File: src/rtl/gtxe2_chnl_rx_des_align.sv
// 1:width deserializer with PCOMMA/MCOMMA detection and word realignment; outputs registered, 1 clk after the accepted bit.
// No backpressure: a bit is taken on every in_val cycle. GTXE2_RX_DES_POLARITY_EN adds the rxpolarity input.
module gtxe2_chnl_rx_des_align #(
  parameter int                     width        = 20,
  parameter int                     comma_width  = 10,
  parameter logic [comma_width-1:0] pcomma_value = 10'b0101111100,
  parameter logic [comma_width-1:0] mcomma_value = 10'b1010000011,
  parameter logic [comma_width-1:0] comma_mask   = 10'h3FF
) (
  input  logic             clk,
  input  logic             reset_n,
  input  logic             indata,
  input  logic             in_val,
  input  logic             align_en,
`ifdef GTXE2_RX_DES_POLARITY_EN
  input  logic             rxpolarity,
`endif
  output logic [width-1:0] outdata,
  output logic             out_val,
  output logic             comma_det,
  output logic             byte_realign,
  output logic             aligned
);

  localparam int CW = $clog2(width);
  localparam logic [CW-1:0] CNT_LAST    = CW'(width - 1);
  localparam logic [CW-1:0] CNT_COMMA   = CW'(comma_width - 1);
  localparam logic [CW-1:0] CNT_REALIGN = (comma_width == width) ? '0 : CW'(comma_width);

  typedef enum logic {UNALIGNED, ALIGNED} state_t;

  state_t                 state_q, state_d;
  logic [CW-1:0]          cnt;
  logic [width-2:0]       asm_reg;
  logic [comma_width-1:1] hist_reg;
  logic                   bit_in;
  logic [comma_width-1:0] win;
  logic                   match;
  logic                   realign;

  always_comb begin
`ifdef GTXE2_RX_DES_POLARITY_EN
    bit_in = indata ^ rxpolarity;
`else
    bit_in = indata;
`endif
    win     = {bit_in, hist_reg};
    match   = (((win ^ pcomma_value) & comma_mask) == '0) ||
              (((win ^ mcomma_value) & comma_mask) == '0);
    realign = in_val && match && align_en && (cnt != CNT_COMMA);
  end

  always_ff @(posedge clk or negedge reset_n) begin
    if (!reset_n) state_q <= UNALIGNED;
    else          state_q <= state_d;
  end

  // Any enabled match locks the boundary, whether or not it had to move.
  always_comb begin
    state_d = state_q;
    if (in_val && match && align_en) state_d = ALIGNED;
  end

  assign aligned = (state_q == ALIGNED);

  always_ff @(posedge clk or negedge reset_n) begin
    if (!reset_n) begin
      cnt          <= '0;
      asm_reg      <= '0;
      hist_reg     <= '0;
      outdata      <= '0;
      out_val      <= 1'b0;
      comma_det    <= 1'b0;
      byte_realign <= 1'b0;
    end else begin
      out_val      <= 1'b0;
      comma_det    <= 1'b0;
      byte_realign <= 1'b0;
      if (in_val) begin
        hist_reg  <= win[comma_width-1:1];
        comma_det <= match;
        if (realign) begin
          byte_realign <= 1'b1;
          if (comma_width == width) begin
            outdata <= width'(win);
            out_val <= 1'b1;
            cnt     <= '0;
          end else begin
            // Bits above the comma are rewritten before the word completes.
            asm_reg <= (width-1)'(win);
            cnt     <= CNT_REALIGN;
          end
        end else if (cnt == CNT_LAST) begin
          outdata <= {bit_in, asm_reg};
          out_val <= 1'b1;
          cnt     <= '0;
        end else begin
          asm_reg[cnt] <= bit_in;
          cnt          <= cnt + CW'(1);
        end
      end
    end
  end

endmodule
File: config.mk
export PLATFORM = sky130hd
export DESIGN_NAME = gtxe2_chnl_rx_des_align
export DESIGN_NICKNAME = d
export VERILOG_FILES = /design/src/rtl/gtxe2_chnl_rx_des_align.sv
export SDC_FILE = /design/constraint.sdc
export NUM_CORES = 1
export LEC_CHECK = 0
export BUFFER_PORTS_ARGS = -buffer_cell sky130_fd_sc_hd__clkbuf_2
export CAP_MARGIN = 5
export CORE_ASPECT_RATIO = 1.5
export CORE_UTILIZATION = 35
export CTS_BUF_LIST = sky130_fd_sc_hd__clkbuf_4 sky130_fd_sc_hd__clkbuf_8 sky130_fd_sc_hd__clkbuf_16
export CTS_CLUSTER_SIZE = 12
export DETAILED_ROUTE_END_ITERATION = 6
export PLACE_DENSITY_LB_ADDON = 0.15
export SLEW_MARGIN = 40
export SYNTH_ARGS = -nofsm -noshare
export SYNTH_HDL_FRONTEND = slang
export SYNTH_SLANG_ARGS = --single-unit
export TNS_END_PERCENT = 100
File: constraint.sdc
create_clock -name clk -period 1.95 [get_ports clk]
set_clock_uncertainty 0.05 [all_clocks]
set_input_delay 0.195 -clock clk [delete_from_list [all_inputs] [get_ports clk]]
set_output_delay 0.195 -clock clk [all_outputs]
set_load 0.02 [all_outputs]
==> results.md <==
Die:
- Measured along the y axis, the die boundary spans 108 um.
- The x dimension of the die is 72.4 um.
- Pin placement for this block handled 29 I/O pins.
- The effective utilization at floorplan is 0.360.
- The core footprint is 0.00723 mm^2.
- The area of the die is 0.00779 mm^2.
- The floorplan has 38 rows.

Worst setup path:
- The data arrival time of the critical path is 2150 ps.
- By startpoint and endpoint, the worst setup path is classified as reg2reg.
- The cell with the largest stage delay on the worst path is or4_4.
- For this run, the slowest stage of the critical path takes 540 ps.
- The worst setup path is captured at a flip-flop.
- The maximum fanout along the worst path is 8.
- Traced cell by cell, the critical path runs through nand4_1, or4_4, a211oi_4, buf_12, a21oi_2, mux2_4.
- The worst setup path is launched from a flip-flop.
- The most critical setup path has its startpoint at hist_reg[3]$_DFFE_PN0P_.
- The worst path required time is 2130 ps.
- The cell family contributing the most delay on the critical path is simple AND/OR/NAND/NOR gates.
- The worst register-to-register path begins at hist_reg[3]$_DFFE_PN0P_.
- Together, buffers and inverters on the worst path number 1.

CTS:
- In this run, CTS created clock tree buffers numbering 9.
- The total clock sinks is 57.
- The maximum root-to-sink buffer count is 2.
- The clock reaches the later pin of the worst-skew pair after 340 ps.
- The clock transition at the registers of the reported paths is 60 ps.
- The root buffer cell chosen for the clock tree is clkbuf_8.
- CTS built an H-tree with a depth of 3.
- The clock tree from TritonCTS is built.

STA:
- The final period utilization is 1.01.
- The transition time at the pin with the least slew margin is 461 ps.
- The final number of max-transition violations came to 0.
- Setup repair after global routing could not meet its margin everywhere.
- The final number of setup-violating endpoints is 3.
- Headroom to the max-slew limit came out at 0.692.
- For the finished layout, the period the worst path requires is 1980 ps.
- Across all setup checks in the final design, the least slack found is -27.8 ps.
- Based on the critical path, the design can be clocked at up to 506 MHz.
- The number of hold violations in the final report is 0.

Drt:
- Wires add up to 5500 um.
- After the first detailed-routing iteration, the DRC count stood at 96.
- After detailed routing, the number of remaining DRC violations is 0.
- The count of nets left with antenna violations once routing finished came out at 0.
- The iteration count of the initial detailed-routing pass is 4.
- Summing over every cut layer, the via total after detailed routing is 1754.
- After detailed routing, the number of vias per cell comes to 4.65.
- The routed length per placed instance is 14.6 um.

Synth:
- After synthesis the netlist holds a flip-flop and latch count of 57.
- The post-synthesis area per instance is 12.5 um^2.
- The net count of the mapped netlist is 217.
- The synthesized netlist occupies a cell area of 0.00260 mm^2.
- In the post-synthesis netlist, the biggest area contributors are dfrtp_1 (55%), mux2_2 (14%), mux2i_1 (6.9%), nand2_1 (2.7%), ha_1 (1.9%).
- The synthesized design spends more area on one cell type than any other, namely dfrtp_1.
- Counting flops with a built-in enable in the synthesized netlist gives 0.
- Of the post-synthesis cell area, the dominant cell type holds 0.548.
- The cell count after synthesis came out at 208.
- The count of warnings emitted by yosys is 0.
- Of the synthesized area, sequential elements account for 0.548.
- After synthesis, the netlist uses 40 different library cells.
- In the synthesized netlist the async set-or-reset flop fraction comes to 1.00.
- The most used flip-flop cell after synthesis is dfrtp_1.

Final layout:
- The number of inserted filler cells in the final layout is 715.
- The library cell used most frequently in the layout, excluding fill and tap cells, is dfrtp_1.
- Leaving out fill and tap cells, the most frequent cells in the layout are dfrtp_1 (57), mux2_2 (33), buf_4 (29).
- In the final layout, the multi-input gates occupy 0.00111 mm^2.
- The final layout contains 281 nets.
- The repair_antennas step left the layout with diodes totalling 0.
- The register with the most flip-flops in the layout has 20 of them.
- Relative to the synthesized area, the layout overhead comes to 31.4%.
- Of the cells placed in the final design, the portion with a size suffix greater than 1 is 0.462.
- In the final layout, flip-flops and latches occupy 0.00143 mm^2.

GRT:
- The initial antenna violation count is 0.
- The total global routing track utilization is 0.158.
- The global route total overflow is 0.
- The wire length of the first global-routing pass is 9030 um.
- The via count of the first global-routing pass was 1800.
- The maximum number of pins on one net before global-route repair is 58.

Run:
- The number of max-cap violations is 0.

Power and ir drop:
- The worst-case IR drop observed on VDD is 0.621 mV.
- For this design the static power due to leakage is 1.71 nW.
- Internal power comes to 0.00309 W.
- The analysis attributes to net switching a power of 0.00155 W.
- Of the total power, registers draw 0.398.
- The fraction of power consumed by combinational cells is 0.346.
- The fraction of power spent switching nets is 0.334.
- Power spread over the standard cell area amounts to 1360 mW/mm^2.
- The completed layout was analyzed and its total power is 0.00463 W.
- Of the total power, the clock network draws 0.256.

Placed design:
- The placed wire-length estimate after detailed placement is 3580 um.
- OpenSTA, run right after detailed placement, puts the worst setup slack at -60.6 ps.
- The count of buffers inserted at the top-level ports is 28.
- The final RePlAce weighted congestion is 0.785.

Hold path:
- The worst min-delay path class is in2reg.
- The worst min-delay path startpoint is in_val.

Status:
- The checks that failed: setup timing.
- The run finished, with violations left.
## final timing paths
check,to,slack (ps),cells after the start
setup / recovery,asm_reg[9]$_DFFE_PN0P_,-30,6
hold / removal,cnt[4]$_DFFE_PN0P_,120,2
setup reg to reg,asm_reg[9]$_DFFE_PN0P_,-30,6
hold reg to reg,aligned$_DFFE_PN0P_,410,1
max in group asynchronous,asm_reg[9]$_DFFE_PN0P_,1230,3
min in group asynchronous,out_val$_DFF_PN0_,340,3
## per-stage QoR
step / utilization / TNS, ps / area (um^2) / instances / hold slack, ps
after floorplan: - / -33.5 / 2610 / 208 / -151
after global placement: 0.422 / -52.9 / 3050 / 351 / 182
after detailed placement: 0.422 / -186 / 3050 / 351 / 179
after CTS: 0.459 / -69.6 / 3320 / 372 / 104
after global routing: 0.473 / -2390 / 3420 / 377 / 120
final: 0.473 / -58.9 / 3420 / 377 / 115
## power by group through the flow
stage	combinational, W	sequential [W]	clock, W
after global placement	0.00148	0.00186	0
after global routing	0.00177	0.00191	0.00127
final	0.00160	0.00185	0.00118
after detailed placement	0.00150	0.00187	0
after floorplan	0.000849	0.00197	0
after CTS	0.00154	0.00184	0.00122
## cell usage after synthesis, types with 4 or more instances
| master | number |
|---|---|
| mux2i_1 | 18 |
| mux2_2 | 33 |
| nor2b_1 | 4 |
| clkbuf_1 | 7 |
| nand2_1 | 19 |
| dfrtp_1 | 57 |
| nand3_1 | 7 |
| nor2_1 | 11 |
| nand4_1 | 4 |
| ha_1 | 4 |
| a21oi_1 | 4 |
## kinds of logic after synthesis
kind of cell / after synthesis / share of synthesized area
compound gates: 17 / 0.0534
flops: 57 / 0.548
xor+xnor: 1 / 0.00337
buf+inv: 17 / 0.0385
fa+ha+maj: 4 / 0.0192
mux: 53 / 0.221
simple gates: 59 / 0.116
## routing by layer
layer | track usage | vias to the layer above | wire length, um
met1 | 0.187 | 862 | 2360
met4 | 0.0966 | 0 | 142
met3 | 0.0421 | 10 | 145
li1 | - | 856 | -
met5 | 0 | - | 0
met2 | 0.252 | 26 | 2860
## area by class of cell
class                           instances  area share
Multi-Input combinational cell        134       0.324
Inverter                                3     0.00330
Timing Repair Buffer                   67       0.156
Clock inverter                          2      0.0103
Sequential cell                        57       0.417
Tap cell                              100      0.0366
Clock buffer                           14      0.0527
## repair_timing
action                                  4_1_cts  5_1_grt
resized for setup                             2        7
endpoints found under the hold margin        57        0
pin swaps                                     2        1
setup buffers                                 4        3
cloned                                        0        2
endpoints found under the setup margin        9       35
hold buffers                                  1        0
(Power assumes the default switching activity.)
